==> src/rtl/fetch_sequencer.sv <==
// Instruction-fetch sequencer: one outstanding imem request, fetch output register plus skid.
// Define FETCH_PERF_EN to add the perf_bubbles / perf_squash counters.
`ifndef WORDSIZE
`define WORDSIZE 64
`endif

module fetch_sequencer #(
  parameter int AW = `WORDSIZE,
  parameter int IW = 32
) (
  input  logic          clk,
  input  logic          rst,
  input  logic [AW-1:0] pc,
  output logic          pc_stall,
  output logic          pc_branch,
  output logic [AW-1:0] pc_branchpc,
  input  logic          redirect,
  input  logic [AW-1:0] redirect_pc,
  input  logic          hazard_stall,
  output logic          imem_req,
  output logic [AW-1:0] imem_addr,
  input  logic          imem_ready,
  input  logic          imem_rvalid,
  input  logic [IW-1:0] imem_rdata,
  output logic          if_valid,
  output logic [AW-1:0] if_pc,
  output logic [IW-1:0] if_instr
`ifdef FETCH_PERF_EN
  ,
  output logic [31:0]   perf_bubbles,
  output logic [31:0]   perf_squash
`endif
);

  typedef enum logic [1:0] {IDLE, REQ, WAIT, HOLD} state_t;
  typedef struct packed {
    logic [AW-1:0] pc;
    logic [IW-1:0] instr;
  } fetch_t;

  state_t state;
  logic   squash;
  fetch_t out_q, skid_q;

  logic consume, out_free, rsp, drop, load_mem, load_skid, advance;

  assign consume   = if_valid && !hazard_stall;
  assign out_free  = !if_valid || consume;
  assign rsp       = (state == WAIT) && imem_rvalid;
  // A response is dropped if it belongs to a squashed request or collides with a redirect.
  assign drop      = rsp && (squash || redirect);
  assign load_mem  = rsp && !drop && out_free;
  assign load_skid = (state == HOLD) && !redirect && consume;
  assign advance   = !rst && (load_mem || load_skid);

  assign imem_req    = !rst && (state == REQ);
  assign imem_addr   = pc;
  assign pc_stall    = rst || !(advance || redirect);
  assign pc_branch   = !rst && redirect;
  assign pc_branchpc = redirect_pc;
  assign if_pc       = out_q.pc;
  assign if_instr    = out_q.instr;

  always_ff @(posedge clk) begin
    if (rst) begin
      state    <= IDLE;
      squash   <= 1'b0;
      if_valid <= 1'b0;
      out_q    <= '0;
      skid_q   <= '0;
    end else begin
      if (redirect)                  if_valid <= 1'b0;
      else if (load_mem || load_skid) if_valid <= 1'b1;
      else if (consume)              if_valid <= 1'b0;

      if (load_mem)       out_q <= '{pc: pc, instr: imem_rdata};
      else if (load_skid) out_q <= skid_q;

      case (state)
        IDLE: state <= REQ;
        REQ: begin
          // A redirect during the accepted request makes its response stale.
          if (imem_ready) begin
            state  <= WAIT;
            squash <= redirect;
          end
        end
        WAIT: begin
          if (imem_rvalid) begin
            squash <= 1'b0;
            if (drop || out_free) begin
              state <= REQ;
            end else begin
              state  <= HOLD;
              skid_q <= '{pc: pc, instr: imem_rdata};
            end
          end else if (redirect) begin
            squash <= 1'b1;
          end
        end
        HOLD: if (redirect || consume) state <= REQ;
        default: state <= IDLE;
      endcase
    end
  end

`ifdef FETCH_PERF_EN
  always_ff @(posedge clk) begin
    if (rst) begin
      perf_bubbles <= '0;
      perf_squash  <= '0;
    end else begin
      if (!if_valid) perf_bubbles <= perf_bubbles + 32'd1;
      if (drop)      perf_squash  <= perf_squash + 32'd1;
    end
  end
`endif

endmodule
==> config.mk <==
export PLATFORM = sky130hd
export DESIGN_NAME = fetch_sequencer
export DESIGN_NICKNAME = d
export VERILOG_FILES = /design/src/rtl/fetch_sequencer.sv
export SDC_FILE = /design/constraint.sdc
export NUM_CORES = 1
export LEC_CHECK = 0
export ABC_AREA = 1
export BUFFER_PORTS_ARGS = -buffer_cell sky130_fd_sc_hd__buf_2
export CORE_MARGIN = 5
export CORE_UTILIZATION = 50
export DETAILED_ROUTE_END_ITERATION = 8
export PLACE_DENSITY = 0.85
export SYNTH_ARGS = -nofsm -noshare
export SYNTH_HDL_FRONTEND = slang
export SYNTH_SLANG_ARGS = --single-unit
==> constraint.sdc <==
create_clock -name clk -period 2.35 [get_ports clk]
set_clock_uncertainty 0.1 [all_clocks]
set_input_delay 0.235 -clock clk [delete_from_list [all_inputs] [get_ports clk]]
set_output_delay 0.235 -clock clk [all_outputs]
set_load 0.01 [all_outputs]
# After elaboration in Yosys (flattened, before gate mapping)
# Index checks and enable logic that the tools add are counted.
totals:
  register_bits: 196
  input_bits: 166
  output_inout_bits: 228
  elab_cells: 59
op_classes:
  eq_ne: 7
  mux: 13
  n_bitwise: 1
  n_reduce_logical: 31
op_table:
  columns: ["op", "n"]
  rows:
  - ["$mux W96", 2]
  - ["$logic_and A1 B1 Y1", 10]
  - ["$reduce_and A3 Y1", 3]
  - ["$mux W2", 4]
  - ["$pmux W2 S4", 1]
  - ["$logic_or A1 B1 Y1", 7]
  - ["$logic_not A1 Y1", 6]
  - ["$reduce_bool A2 Y1", 3]
  - ["$mux W1", 5]
  - ["$eq A2 B2 Y1 const B", 2]
  - ["$ne A2 B2 Y1 const B", 2]
  - ["$ne A3 B3 Y1 const B", 1]
  - ["$eq A2 B1 Y1 const B", 1]
  - ["$logic_not A2 Y1", 1]
  - ["$ne A2 B1 Y1 const B", 1]
  - ["$pmux W1 S2", 1]
  - ["$reduce_or A2 Y1", 1]
  - ["$not A1 Y1", 1]

# Longest topological paths before layout
logic_depth:
  depth_word: 11
  ltp_mapped: 10

# Worst setup path after synthesis
# OpenSTA, ideal clock, no wires.
synth_timing:
  path_kind: "register -> output"
  startpoint: "reg state[0]"
  endpoint: "out pc_stall"
  arrival_time_ps: 1458
  required_ps: 2015
  setup_slack_ps: 557
  stages_incl_launch_ff: 10
  path_buffers: 2
  cell_sequence: "dfxtp_1 -> inv_1 -> ha_1 -> nand2_1 -> inv_2 -> nand3_1 -> buf_4 -> buf_2 -> nand2_1 -> o21ai_1"
synth_between:
  elab_chain_len: 11
  word_cells_on_any_way: 14
synth_lines:
  columns: ["element", "line_no", "text"]
  rows:
  - ["start: declaration", "41", "state_t state;"]
  - ["start signal: assignment", "66", "state <= IDLE;"]
  - ["start signal: assignment", "80", "IDLE: state <= REQ;"]
  - ["start signal: assignment", "84", "state <= WAIT;"]
  - ["$eq A2 B2 Y1", "49", "assign rsp = (state == WAIT) && imem_rvalid;"]
  - ["$logic_and A1 B1 Y1", "49", null]
  - ["$logic_and A1 B1 Y1", "51", "assign drop = rsp && (squash || redirect);"]
  - ["$logic_not A1 Y1", "52", "assign load_mem = rsp && !drop && out_free;"]
  - ["$logic_and A1 B1 Y1 (2 in series)", "52", null]
  - ["$logic_or A1 B1 Y1 (*)", "54", "assign advance = !rst && (load_mem || load_skid);"]
  - ["$logic_and A1 B1 Y1 (*)", "54", null]
  - ["$logic_or A1 B1 Y1 (*)", "58", "assign pc_stall = rst || !(advance || redirect);"]
  - ["$logic_not A1 Y1 (*)", "58", null]
  - ["$logic_or A1 B1 Y1 (*)", "58", null]
  - ["end: declaration", "14", "output logic pc_stall,"]
# Mark *: on every way between the ends. The rest lies on a longest branch, timed or not.

# Final worst setup path
# Same ends and word-level chain as after synthesis.

==> reports/summary.md <==
In the global route stage, overall resource usage came out at 23.0%. The die width is 152 microns. The slack of the worst reg-to-reg path came out at 0.30 ns. The startpoint identified for the worst hold timing path is imem_rdata[26]. The net count of the finished layout is 1689. The worst register-to-register path ends at if_pc[27]. VDD sags by at most 0.473 mV. Counting distinct cell types in the post-synthesis netlist gives 19. The die height was 152 microns. The run gives 394 as the I/O pin count. Once layout is complete, the cells apart from fillers number 1803.

The worst setup path is captured at a primary output. The first TritonRoute pass finished after 5 iterations. The logs give 1460 for the post-synthesis cell count and 44.7% for the worst slew slack as a fraction of its limit. The number of antenna violations at the first check in global routing came out at 0. Summed over all cells, the static leakage comes to 5.16 nW.

The wire-length estimate of the detail-placed layout is 17300 microns. In this run the number of H-tree levels came out at 4. The number of vias per cell after detailed routing is 5.41, and the global placement routability congestion is 0.797. After the first detailed-routing iteration, the DRC count stood at 641. The worst setup path is of the flop to primary output kind.

TritonCTS built the clock tree. The floorplan has 52 rows. The area growth from synthesis to layout is 11.0%. Summing every instance area after synthesis gives 10100 sq um. The run finished with clean final reports.

The run gives 9066 as the number of global-route vias before repair. The tools report the share of the core filled with cells as 55.8%. The worst min-delay path endpoint was skid_q[26]. The first global-routing pass estimated 45800 microns of wire. Largest driver fanout on the critical path: 5. Max-cap violations in this run came to 0. The share of synthesized area occupied by flip-flops and latches is 38.8%. The flop and latch count out of synthesis was 196; the power per cell area was 637 nW/um^2. CTS saw 196 sinks. The floorplan step defined a die boundary enclosing 23200 sq um. In the final layout, the share of cells above drive strength 1 is 21.3%. After filler insertion, the fill cell instance count of the layout stands at 1894. The clock slew at the register clock pins of the worst setup and hold paths was 0.08 ns; the required arrival time at the worst endpoint was 2.02 ns. The repair_antennas step left the layout with diodes totalling 0.

Setup violations remaining at the end of the flow were counted as 0. The worst setup path is launched from a flop. At the later pin of the worst-skew pair, clock insertion delay measures 0.42 ns.

The core region is 20100 sq um. The synthesized area per cell was 6.93 sq um; the number of setup buffers added after CTS was 0. The tools report the clock root buffer as sky130_fd_sc_hd__clkbuf_16.

The run gives 17 as the total CTS buffers. In the finished design, the share of the clock period the worst path needs comes to 94.9%. Synthesis produced a netlist with a net count of 1629. The number of cells on the worst reg-to-reg path is 9. For this block, the via count after detailed routing is 9748.

The min-delay analysis places its worst path in the category input pin to flop. Including well taps, the total number of placed cells is 1763. The final-report max-slew violation count was 0. During synthesis, Yosys emitted a total of 0 warnings. Static timing analysis puts the maximum clock frequency at 448 MHz. The number of buffers added on ports works out to 265.

For the pin with the worst max-slew slack, the measured transition is 0.830 ns. The effective utilization at floorplan is 50.3%, and the final hold violation count is 0. The average wire per standard cell was 15.5 microns.

The worst register-to-register path begins at state[0]. In the routed design, unresolved DRC markers number 0. Entering global routing, the biggest net connects 137 pins.

After global routing the overflow that remains totals 0. The clock passes through at most 2 buffers. The routed wire length was 27900 microns; the number of nets still failing antenna checks after routing was 0.

The worst hold path passes through 3 cells. STA puts the critical path data arrival time at 1.90 ns. The clock period could shrink to 2.23 ns.
## critical path: stages (launching register included)
cell	delay (ns)
sky130_fd_sc_hd__dfxtp_1	0.39
sky130_fd_sc_hd__inv_1	0.06
sky130_fd_sc_hd__ha_1	0.24
sky130_fd_sc_hd__nand2_1	0.09
sky130_fd_sc_hd__clkinv_2	0.12
sky130_fd_sc_hd__nand3_4	0.11
sky130_fd_sc_hd__nand2_1	0.10
sky130_fd_sc_hd__o21ai_2	0.20
sky130_fd_sc_hd__buf_2	0.17
## Yosys cell counts, drive strengths merged
master / instances / area (sq um)
nand4: 96 / 601
nand2: 206 / 776
inv: 207 / 777
ha: 3 / 37.5
buf: 185 / 1240
nand3b: 1 / 7.51
o21ai: 101 / 505
clkinv: 1 / 3.75
a21oi: 195 / 976
clkbuf: 66 / 248
nor2: 9 / 48.8
dfxtp: 196 / 3920
nand3: 194 / 971
## placed cells by master (no fill, tap or decap)
master / n
sky130_fd_sc_hd__buf_2: 264
sky130_fd_sc_hd__nand3_4: 2
sky130_fd_sc_hd__nand3b_1: 1
sky130_fd_sc_hd__clkinvlp_4: 2
sky130_fd_sc_hd__nor2_4: 2
sky130_fd_sc_hd__o21ai_1: 16
sky130_fd_sc_hd__a21oi_1: 195
sky130_fd_sc_hd__buf_6: 1
sky130_fd_sc_hd__ha_1: 3
sky130_fd_sc_hd__nand2_4: 1
sky130_fd_sc_hd__buf_12: 6
sky130_fd_sc_hd__inv_2: 1
sky130_fd_sc_hd__o21ai_2: 1
sky130_fd_sc_hd__inv_8: 3
sky130_fd_sc_hd__nand3_1: 192
sky130_fd_sc_hd__clkinv_4: 3
sky130_fd_sc_hd__nand2_1: 204
sky130_fd_sc_hd__clkinv_2: 3
sky130_fd_sc_hd__inv_1: 205
sky130_fd_sc_hd__dfxtp_1: 196
sky130_fd_sc_hd__inv_6: 3
sky130_fd_sc_hd__nand4_1: 96
sky130_fd_sc_hd__dlygate4sd3_1: 8
sky130_fd_sc_hd__o21ai_0: 84
sky130_fd_sc_hd__nand2_8: 1
sky130_fd_sc_hd__clkbuf_16: 17
sky130_fd_sc_hd__clkinv_8: 2
sky130_fd_sc_hd__clkbuf_8: 1
sky130_fd_sc_hd__buf_4: 13
sky130_fd_sc_hd__nor2_1: 7
## flip-flops by register name, summed over array words and instances, names as in the netlist
register  cells
if_instr     32
if_pc        64
if_valid      1
skid_q       96
squash        1
state         2
## worst max-delay path by stage
stage / startpoint / endpoint / slack (ns) / cells after the start
5_1_grt: state[0] / pc_stall / -0.006 / 8
3_3_place_gp: state[0] / if_pc[37] / 0.34 / 9
6_report: state[0] / pc_stall / 0.12 / 8
2_1_floorplan: state[0] / pc_stall / 0.56 / 9
4_1_cts: state[0] / pc_stall / 0.05 / 8
3_5_place_dp: state[0] / if_pc[51] / 0.18 / 8
## through the flow
stage | TNS (ns) | worst slack [ns] | cell area, sq um | total power, mW | hold WS [ns]
floorplan | 0 | 0.557 | 10100 | 4.17 | 0.297
global placement | 0 | 0.337 | 10600 | 4.35 | 0.332
detailed placement | 0 | 0.185 | 10600 | 4.36 | 0.337
CTS | 0 | 0.0462 | 11200 | 7.20 | 0.000543
global route | -0.00554 | -0.00554 | 11200 | 7.45 | 0.0101
finish | 0 | 0.119 | 11200 | 7.15 | 0.0198
## power by group
part	internal (mW)	switching (mW)
clock network	1.44	1.41
registers	3.39	0.0429
logic	0.300	0.562
## repair_timing
item,4_1_cts,5_1_grt
gates resized for setup,1,2
hold buffers,8,0
endpoints found under the hold margin,8,0
endpoints found under the setup margin,1,3
pin swaps,0,0
## layer usage
| metal | up-vias | global-route usage, % | part of all wire (%) |
|---|---|---|---|
| li1 | 4769 | - | - |
| met1 | 4495 | 29.8 | 42 |
| met2 | 460 | 38.6 | 48 |
| met3 | 24 | 5.71 | 8.7 |
| met4 | 0 | 5.86 | 1.0 |
| met5 | - | 0 | 0 |
## layout make-up
cell class / instances / area (sq um) / share of cell area [%]
multi-input combinational: 805 / 3970 / 35.4
tap: 270 / 338 / 3.01
clock inverter: 14 / 139 / 1.24
timing repair buffer: 292 / 1630 / 14.5
clock buffer: 18 / 439 / 3.91
sequential: 196 / 3920 / 35.0
inverter: 208 / 783 / 6.98
## logic make-up after synthesis
family                   count (synthesis)  share of synthesized area, %
AND/OR/NAND/NOR                        506                          23.8
buffers and inverters                  459                          22.4
AO/OA/AOI/OAI                          296                          14.6
flip-flops                             196                          38.8
adder cells (fa/ha/maj)                  3                         0.371
Note: power is estimated with default switching activity, not from simulation.
